`config.mk`:
```
export PLATFORM = sky130hd
export DESIGN_NAME = noc_arbiter
export DESIGN_NICKNAME = d
export VERILOG_FILES = /design/src/rtl/noc_arbiter.sv
export SDC_FILE = /design/constraint.sdc
export NUM_CORES = 1
export LEC_CHECK = 0
export ABC_AREA = 1
export CAP_MARGIN = 20
export CORE_MARGIN = 5
export CORE_UTILIZATION = 30
export DETAILED_ROUTE_END_ITERATION = 10
export PLACE_DENSITY_LB_ADDON = 0.12
export REMOVE_ABC_BUFFERS = 1
export SYNTH_ARGS = -nofsm -noshare
export SYNTH_HDL_FRONTEND = slang
export SYNTH_SLANG_ARGS = --single-unit
```
`constraint.sdc`:
```
create_clock -name clk -period 1.66 [get_ports clk]
set_clock_uncertainty 0.15 [all_clocks]
set_input_delay 0.332 -clock clk [delete_from_list [all_inputs] [get_ports clk]]
set_output_delay 0.332 -clock clk [all_outputs]
set_load 0.05 [all_outputs]
```
`src/rtl/noc_arbiter.sv`:
```
// -----------------------------------------------------------------------------
// noc_arbiter
//
// Round-robin, packet-locked arbiter that lets one of four switch ranks at a
// time stream beats into a shared downstream FIFO. A grant is won in IDLE,
// held for the whole packet (until a beat carrying last_i), and then handed
// back through IDLE so there is always exactly one bubble cycle between
// grants. The round-robin pointer moves to the requester after the one that
// just finished, so a lone requester cannot starve the others.
//
// Optional feature (compile-time macro):
//   NOC_ARB_BURST_LIMIT_EN  - when defined, a 4-bit beat counter caps every
//                             grant at MAX_BURST beats. The beat that reaches
//                             the cap releases the grant even without last_i.
//                             When undefined there is no counter at all and a
//                             grant is only released by a last_i beat.
//
// Parameters:
//   NUM_REQ     number of requesters (this release supports exactly 4)
//   DATA_WIDTH  beat width in bits
//   MAX_BURST   beat cap per grant when the burst limit is enabled (1..15)
//
// Ports:
//   clk           in   single clock, all state updates on the rising edge
//   rst_n         in   asynchronous active-low reset
//   req_i         in   per-requester beat valid / request
//   last_i        in   per-requester "this beat ends the packet"
//   data_i        in   packed beats, requester k at [k*DATA_WIDTH +: DATA_WIDTH]
//   fifo_full_i   in   shared downstream FIFO is full, stalls beats
//   gnt_o         out  registered one-hot grant, zero while idle
//   fifo_wr_en_o  out  registered write strobe to the FIFO
//   fifo_data_o   out  registered write data, holds when no write
//   owner_o       out  index of the current (or most recent) owner
//   busy_o        out  high while a grant is held
// -----------------------------------------------------------------------------
module noc_arbiter #(
  parameter int NUM_REQ    = 4,
  parameter int DATA_WIDTH = 8,
  parameter int MAX_BURST  = 4
) (
  input  logic                          clk,
  input  logic                          rst_n,
  input  logic [NUM_REQ-1:0]            req_i,
  input  logic [NUM_REQ-1:0]            last_i,
  input  logic [NUM_REQ*DATA_WIDTH-1:0] data_i,
  input  logic                          fifo_full_i,
  output logic [NUM_REQ-1:0]            gnt_o,
  output logic                          fifo_wr_en_o,
  output logic [DATA_WIDTH-1:0]         fifo_data_o,
  output logic [1:0]                    owner_o,
  output logic                          busy_o
);

  typedef enum logic {
    IDLE  = 1'b0,
    GRANT = 1'b1
  } state_t;

  state_t                 r_state;
  state_t                 w_stateNext;

  logic [NUM_REQ-1:0]     r_gnt;
  logic [1:0]             r_owner;
  logic [1:0]             r_rrPtr;
  logic                   r_wrEn;
  logic [DATA_WIDTH-1:0]  r_data;

  logic [NUM_REQ-1:0]     w_gntNext;
  logic [1:0]             w_ownerNext;
  logic [1:0]             w_rrPtrNext;
  logic                   w_wrEnNext;
  logic [DATA_WIDTH-1:0]  w_dataNext;

  logic                   w_anyReq;
  logic [1:0]             w_pickIdx;
  logic                   w_pickFound;
  logic [DATA_WIDTH-1:0]  w_ownerData;
  logic                   w_beat;
  logic                   w_burstDone;
  logic                   w_release;

  assign w_anyReq = |req_i;

  // Round-robin pick: walk the request vector starting at the pointer and
  // wrapping modulo 4 (the 2-bit add wraps for free). The first requester
  // found wins; the found flag keeps later hits from overriding it.
  always_comb begin
    w_pickIdx   = r_rrPtr;
    w_pickFound = 1'b0;
    for (int i = 0; i < NUM_REQ; i++) begin
      if (!w_pickFound && req_i[r_rrPtr + 2'(i)]) begin
        w_pickIdx   = r_rrPtr + 2'(i);
        w_pickFound = 1'b1;
      end
    end
  end

  // Select the owner's slice of the packed data bus. A constant-index mux
  // keeps the part-select widths trivially clean.
  always_comb begin
    w_ownerData = '0;
    for (int k = 0; k < NUM_REQ; k++) begin
      if (r_owner == 2'(k)) begin
        w_ownerData = data_i[k*DATA_WIDTH +: DATA_WIDTH];
      end
    end
  end

  // A beat only moves while we hold a grant, the owner is actually
  // presenting data and the FIFO can take it. Requests from anyone else
  // are simply not looked at here.
  assign w_beat = (r_state == GRANT) && req_i[r_owner] && !fifo_full_i;

`ifdef NOC_ARB_BURST_LIMIT_EN
  logic [3:0] r_beatCnt;
  logic [3:0] w_beatCntNext;

  assign w_beatCntNext = r_beatCnt + 4'd1;
  assign w_burstDone   = (w_beatCntNext == 4'(MAX_BURST));

  // Beat counter: restarts whenever a new grant is handed out and counts
  // accepted beats only, so stalls and dropped requests do not use up the
  // burst allowance.
  always_ff @(posedge clk or negedge rst_n) begin
    if (!rst_n) begin
      r_beatCnt <= 4'd0;
    end else if (r_state == IDLE && w_anyReq) begin
      r_beatCnt <= 4'd0;
    end else if (w_beat) begin
      r_beatCnt <= w_beatCntNext;
    end
  end
`else
  assign w_burstDone = 1'b0;
`endif

  // The grant ends on the beat that carries last_i, or on the beat that
  // uses up the burst allowance when that limit is built in.
  assign w_release = w_beat && (last_i[r_owner] || w_burstDone);

  // State register. Reset drops straight back to IDLE, abandoning any
  // packet in flight.
  always_ff @(posedge clk or negedge rst_n) begin
    if (!rst_n) begin
      r_state <= IDLE;
    end else begin
      r_state <= w_stateNext;
    end
  end

  // Next-state logic. IDLE always lasts at least one cycle after a release,
  // which is what produces the single bubble between grants.
  always_comb begin
    w_stateNext = r_state;
    case (r_state)
      IDLE: begin
        if (w_anyReq) begin
          w_stateNext = GRANT;
        end
      end
      GRANT: begin
        if (w_release) begin
          w_stateNext = IDLE;
        end
      end
      default: begin
        w_stateNext = IDLE;
      end
    endcase
  end

  // Output logic: next values for the registered outputs. Owner and write
  // data hold by default so owner_o still names the last owner after a
  // release and fifo_data_o keeps the last written beat.
  always_comb begin
    w_gntNext   = r_gnt;
    w_ownerNext = r_owner;
    w_rrPtrNext = r_rrPtr;
    w_wrEnNext  = 1'b0;
    w_dataNext  = r_data;
    case (r_state)
      IDLE: begin
        w_gntNext = '0;
        if (w_anyReq) begin
          w_gntNext[w_pickIdx] = 1'b1;
          w_ownerNext          = w_pickIdx;
        end
      end
      GRANT: begin
        if (w_beat) begin
          w_wrEnNext = 1'b1;
          w_dataNext = w_ownerData;
        end
        if (w_release) begin
          w_gntNext   = '0;
          w_rrPtrNext = r_owner + 2'd1;
        end
      end
      default: begin
        w_gntNext = '0;
      end
    endcase
  end

  // Output and pointer registers. Everything visible at the ports comes
  // straight from a flop so downstream timing never sees the arbitration
  // logic.
  always_ff @(posedge clk or negedge rst_n) begin
    if (!rst_n) begin
      r_gnt   <= '0;
      r_owner <= 2'd0;
      r_rrPtr <= 2'd0;
      r_wrEn  <= 1'b0;
      r_data  <= '0;
    end else begin
      r_gnt   <= w_gntNext;
      r_owner <= w_ownerNext;
      r_rrPtr <= w_rrPtrNext;
      r_wrEn  <= w_wrEnNext;
      r_data  <= w_dataNext;
    end
  end

  assign gnt_o        = r_gnt;
  assign fifo_wr_en_o = r_wrEn;
  assign fifo_data_o  = r_data;
  assign owner_o      = r_owner;
  assign busy_o       = (r_state == GRANT);

endmodule

```
=== Word level (Yosys, flattened, before mapping) ===
Cells that the tools add are included.

* Add/sub/neg operators: 4
* Multipliers: 0
* Div/mod/pow operators: 0
* $lt $le $gt $ge: 7
* Equal/unequal tests: 4
* Shifts and indexed selects: 0
* Multiplexer cells: 32
* Bitwise operators: 1
* Reduce and logical (&&, ||, !) cells: 16

{| class="wikitable"
|+ Operators with widths
! cell !! number
|-
| $mux 8 || 4
|-
| $lt 2x3->1 const B || 6
|-
| $mux 1 || 14
|-
| $bmux 1 s2 || 6
|-
| $mux 4 || 2
|-
| $pmux 4 s2 || 1
|-
| $logic_and 1x1->1 || 7
|-
| $mux 2 || 3
|-
| $reduce_and 2->1 || 3
|-
| $add 2x1->2 const B || 2
|-
| $add 2x2->2 const B || 2
|-
| $eq 2x2->1 const B || 2
|-
| $logic_not 1->1 || 4
|-
| $reduce_or 4->1 || 1
|-
| $demux 1 s2 || 1
|-
| $eq 2x1->1 const B || 1
|-
| $ge 2x1->1 const B || 1
|-
| $logic_not 2->1 || 1
|-
| $ne 2x1->1 const B || 1
|-
| $pmux 1 s2 || 1
|-
| $not 1->1 || 1
|}

* Flip-flop bits (word level): 18
* Latch bits: 0
* RAM bits: 0
* ROM bits: 0
* Memories kept: 0

=== Logic depth before layout (Yosys ltp) ===
Gate-level depths: netlist of the first run.

* Depth after elaboration: 18
* Depth in mapped cells: 14

=== Worst setup path after synthesis of the first run ===
OpenSTA, ideal clock, no wires.

* Path type: register -> register
* Start: reg r_owner[1] (netlist: owner_o[1])
* End: reg r_data[0] (netlist: fifo_data_o[0])
* Data arrival time: 1.872 ns
* Required time: 1.444 ns
* Setup slack: -0.428 ns
* Cell stages (with the launch flop): 10
* Buffers on the path: 1
* Clock period less this slack: 2.088 ns
* Cells stage by stage: dfrtp_1 -> inv_1 -> ha_1 -> clkbuf_1 -> inv_1 -> nand3_1 -> nand2_1 -> o21ai_0 -> o211ai_1 -> o21a_1

* Longest elaborated chain between the ends: 5
* Elaborated cells on any way between the ends: 13
* Classes of those cells: eq/ne: 3; mux: 6; reduce/logical: 4

{| class="wikitable"
|+ RTL lines
! item !! RTL line !! source
|-
| start, declared || 63 || <nowiki>logic [1:0] r_owner;</nowiki>
|-
| start signal, assigned || 217 || <nowiki>r_owner <= w_ownerNext;</nowiki>
|-
| $logic_not 2->1 or $bmux 1 s2 (tied branches) || 103, 112 ||
|-
| $mux 8 or $mux 1 (tied branches) || 103, 112 ||
|-
| $mux 8 or $logic_and 1x1->1 (tied branches) (2 in series) || 103, 112 ||
|-
| $mux 8 or $reduce_and 2->1 (tied branches) || n/a ||
|-
| end signal, assigned || 220 || <nowiki>r_data <= w_dataNext;</nowiki>
|-
| end, declared || 66 || <nowiki>logic [DATA_WIDTH-1:0] r_data;</nowiki>
|}

Several ways; a longest one is shown, not always the timed one. The select of a mux whose other input is x is not followed.
A chain may end at the register's enable or synchronous reset.

=== Final worst setup path of the first run ===
* Start: reg r_rrPtr[1]
* End: reg r_gnt[1] (netlist: gnt_o[1])

* Longest elaborated chain between the ends: 18
* Elaborated cells on any way between the ends: 30
* Classes of those cells: add/sub: 3; order compare: 2; mux: 18; reduce/logical: 7

{| class="wikitable"
|+ RTL lines
! item !! RTL line !! source
|-
| start, declared || 64 || <nowiki>logic [1:0] r_rrPtr;</nowiki>
|-
| start signal, assigned || 218 || <nowiki>r_rrPtr <= w_rrPtrNext;</nowiki>
|-
| parallel branches: the longest is 11 deep, another holds $add 2x1->2 || n/a ||
|-
| $mux 2 (*) || 91 || <nowiki>if (!w_pickFound && req_i[r_rrPtr + 2'(i)]) begin</nowiki>
|-
| $lt 2x3->1 (not written as such) or $ge 2x1->1 (tied branches) || 185 || <nowiki>w_gntNext[w_pickIdx] = 1'b1;</nowiki>
|-
| $logic_and 1x1->1 (not written as such) || 185 ||
|-
| $mux 1 (not written as such) || 185 ||
|-
| $demux 1 s2 (*) || 185 ||
|-
| $mux 4 (*) || 184 || <nowiki>if (w_anyReq) begin</nowiki>
|-
| $pmux 4 s2 (*) || 181 || <nowiki>case (r_state)</nowiki>
|-
| end signal, assigned || 216 || <nowiki>r_gnt <= w_gntNext;</nowiki>
|-
| end, declared || 62 || <nowiki>logic [NUM_REQ-1:0] r_gnt;</nowiki>
|}

Every way passes the cells marked *. The select of a mux whose other input is x is not followed.

==> results of run 1 <==
area by class of cell:
| type | instances | area, um^2 |
|---|---|---|
| flip-flops and latches | 18 | 453 |
| multi-input cells | 166 | 1150 |
| inverters | 14 | 67.6 |
| clock buffers | 4 | 55.1 |
| well taps | 67 | 83.8 |
| repair buffers | 95 | 1070 |
| fillers | 443 | 1880 |
| repair inverters | 1 | 5.00 |
cell usage in the layout (no fill, tap or decap), types with 6 or more instances in the layout:
cell              n
nand2_2          23
o21ai_0           7
o21a_1            8
nand2_1          48
o211ai_1          8
o21ai_1           6
buf_6             9
a21oi_2           7
nand3_2          10
dfrtp_1          16
nand2_4          17
buf_4            26
clkdlybuf4s50_1  38
buf_12           17
nand3_1           9
routing by layer:
metal,global-route usage [%],wire (um)
met1,18.5,1950
met2,24.0,2310
met3,4.26,289
met5,0,0
met4,2.03,70
kinds of logic (layout without fill, tap and decap cells):
kind of cell / after synthesis / count (layout)
DFF: 18 / 18
AOI/OAI and AO/OA: 44 / 44
and+or+nand+nor: 118 / 118
adders and majority gates: 4 / 4
buffers and inverters: 23 / 114
flip-flops by register name (all words and copies together), names as in the netlist:
register,cells
fifo_data_o,8
gnt_o,4
owner_o,2
r_rrPtr,2
busy_o,1
fifo_wr_en_o,1
cells in the mapped netlist (3+ instances only):
| library cell | count |
|---|---|
| inv_1 | 8 |
| o21ai_0 | 12 |
| o211ai_1 | 8 |
| a21oi_1 | 11 |
| dfrtp_1 | 18 |
| nor2_1 | 6 |
| nand2_4 | 6 |
| o21a_1 | 8 |
| o21ai_1 | 3 |
| buf_6 | 4 |
| clkbuf_1 | 4 |
| inv_2 | 5 |
| nand3_1 | 18 |
| nand3_2 | 3 |
| ha_1 | 4 |
| nand2_2 | 19 |
| nand2_1 | 63 |
power breakdown:
part / internal, mW / switching, mW
clock: 0.211 / 0.159
sequential: 0.656 / 0.280
combinational: 2.24 / 2.53
total: 3.11 / 2.97
timing repair:
item / 4_1_cts / 5_1_grt
hold buffers: 0 / 0
setup endpoints to repair: 17 / 16
gates cloned: 0 / 1
resized for setup: 16 / 69
setup buffers: 1 / 8
pin swaps: 2 / 34
worst paths after layout:
kind / start / end / slack [ps]
setup / recovery: r_rrPtr[1]$_DFFE_PN0P_ / gnt_o[1]$_DFFE_PN0P_ / -20
hold / removal: rst_n / gnt_o[3]$_DFFE_PN0P_ / 250
setup reg to reg: r_rrPtr[1]$_DFFE_PN0P_ / gnt_o[1]$_DFFE_PN0P_ / -20
hold reg to reg: gnt_o[2]$_DFFE_PN0P_ / gnt_o[2]$_DFFE_PN0P_ / 390
max in group asynchronous: rst_n / r_rrPtr[0]$_DFFE_PN0P_ / 890
min in group clk: gnt_o[2]$_DFFE_PN0P_ / gnt_o[2]$_DFFE_PN0P_ / 390
per-stage QoR:
step	power, mW	instance area, um^2	util, %	instances	setup WS, ps
2_1_floorplan	3.08	1420	-	198	-351
3_3_place_gp	4.88	2470	52.0	351	-415
3_5_place_dp	4.90	2470	52.0	351	-404
4_1_cts	5.38	2570	54.0	356	-13.1
5_1_grt	6.52	2880	60.5	365	-134
6_report	6.08	2880	60.5	365	-18.6
==> results.py, run 1 <==
metrics = {
    "floorplanning": {
        "dieArea_um2": 6470,
        "io_pins": 59,
        "die_w_um": 80.4,
        "design.core.area_um2": 4750,
        "rows": 25,
        "fp.dieH_um": 80.4,
        "start_util_pct": 31.3,
    },
    "logic_synthesis": {
        "synth-seq-cells": 18,
        "syn_area_per_cell_um2": 7.19,
        "synthAdderAreaFrac_pct": 3.36,
        "yosysWarnings": 0,
        "yosys.area.top_type": "dfrtp_1",
        "synthCells": 207,
        "synth_edf_count": 0,
        "yosysUniqueCellTypes": 24,
        "synth_xor_area_share_pct": 0,
        "synthMuxAreaShare_pct": 0,
        "synthSimpleGateAreaFrac_pct": 40.5,
        "synthTopCellsByArea": "dfrtp_1, nand2_1, nand2_2",
        "async_flop_share_pct": 100,
        "synth_flop_cell": "dfrtp_1",
        "synth_top_area_share_pct": 30.3,
        "ys_seq_area_share_pct": 30.3,
        "synth_compound_area_share_pct": 17.8,
        "syn_area_um2": 1490,
        "synth_top_family_by_area": "simple AND/OR/NAND/NOR gates",
    },
    "sta": {
        "finalSetupViolations": 2,
        "hold_viol": 0,
        "max_freq_mhz": 596,
        "rsz0062_at_grt": "yes",
        "worst_slack_ps": -18.6,
        "fin_setup_tns_ps": -22.4,
        "worst_pin_slew_ps": 298,
        "worst_slew_margin_rel_pct": 80.1,
        "finalMaxSlewViolations": 0,
        "min_period_ps": 1680,
        "fin_crit_sh_pct": 101,
        "timing.hold.ws_ps": 249,
    },
    "routing": {
        "wirelength_mm": 4.62,
        "firstDrtPassIters": 4,
        "wire_per_inst_um": 12.6,
        "viasPerCell": 4.71,
        "detail-route-antenna-nets": 0,
        "drt-initial-drc-count": 41,
        "vias": 1720,
        "drc": 0,
    },
    "clocking": {
        "clock_latency_ps": 250,
        "cts.sinks": 18,
        "htreeDepth": 1,
        "clk_transition_reported_paths_ps": 70,
        "clock_path_buffers": 2,
        "cts_tree": "yes",
        "cts_buffers": 3,
        "cts-root-buf": "clkbuf_8",
    },
    "outcome": {
        "violations": "negative setup slack",
        "status": "finished with violations",
    },
    "layout": {
        "area_delta_synth_final_pct": 93.4,
        "diodes": 0,
        "layout-drive-gt1-share_pct": 47.0,
        "layout.nets": 346,
    },
    "worst_setup_path": {
        "critPathMostFrequentCell": "nand2_2",
        "criticalPathCategory": "reg -> reg",
        "cp_max_fo": 5,
        "reg2reg_depth": 11,
        "critPathMaxStageDelay_ps": 440,
        "end_kind": "flip-flop",
        "cp.depth": 11,
        "cp.arrival_ps": 1710,
        "crit_required_ps": 1690,
        "slowest_stage": "dfrtp_1",
        "cp-start-kind": "flip-flop",
        "crit_family": "simple AND/OR/NAND/NOR gates",
        "crit_buf_inv": 1,
        "path_cells": "inv_2 > nand2_2 > nand2_4 > nand2_2 > nand2_2 > nand2_4 > nor2_4 > nand2_1 > nand2_2 > nand2_1 > o21ai_1",
    },
    "grt": {
        "grt_pass1_wl_mm": 7.47,
        "grt_pass1_vias": 1652,
        "grt_antenna_before_repair": 0,
        "grt_usage_pct": 14.3,
        "grt_max_degree": 19,
        "overflow": 0,
    },
    "placed_design": {
        "dpl.hpwl_mm": 3.45,
        "gp_congestion": 0.843,
        "numPortBuffers": 58,
    },
    "pwr": {
        "power_density_nw_per_um2": 2110,
        "p_leak_nw": 1.31,
        "peakVddDrop_mv": 1.02,
    },
    "flow_run": {
        "cap_violations": 0,
    },
    "hold_path": {
        "min_path_type": "in -> async",
    },
}
No activity file was read; power rests on OpenSTA's default activity.
==> run 2, diff against run 1 <==
Settings changed: CTS_BUF_LIST set to sky130_fd_sc_hd__clkbuf_8.
==> results of run 2 <==
Final layout, timing and power as in run 1 (identical DEF).
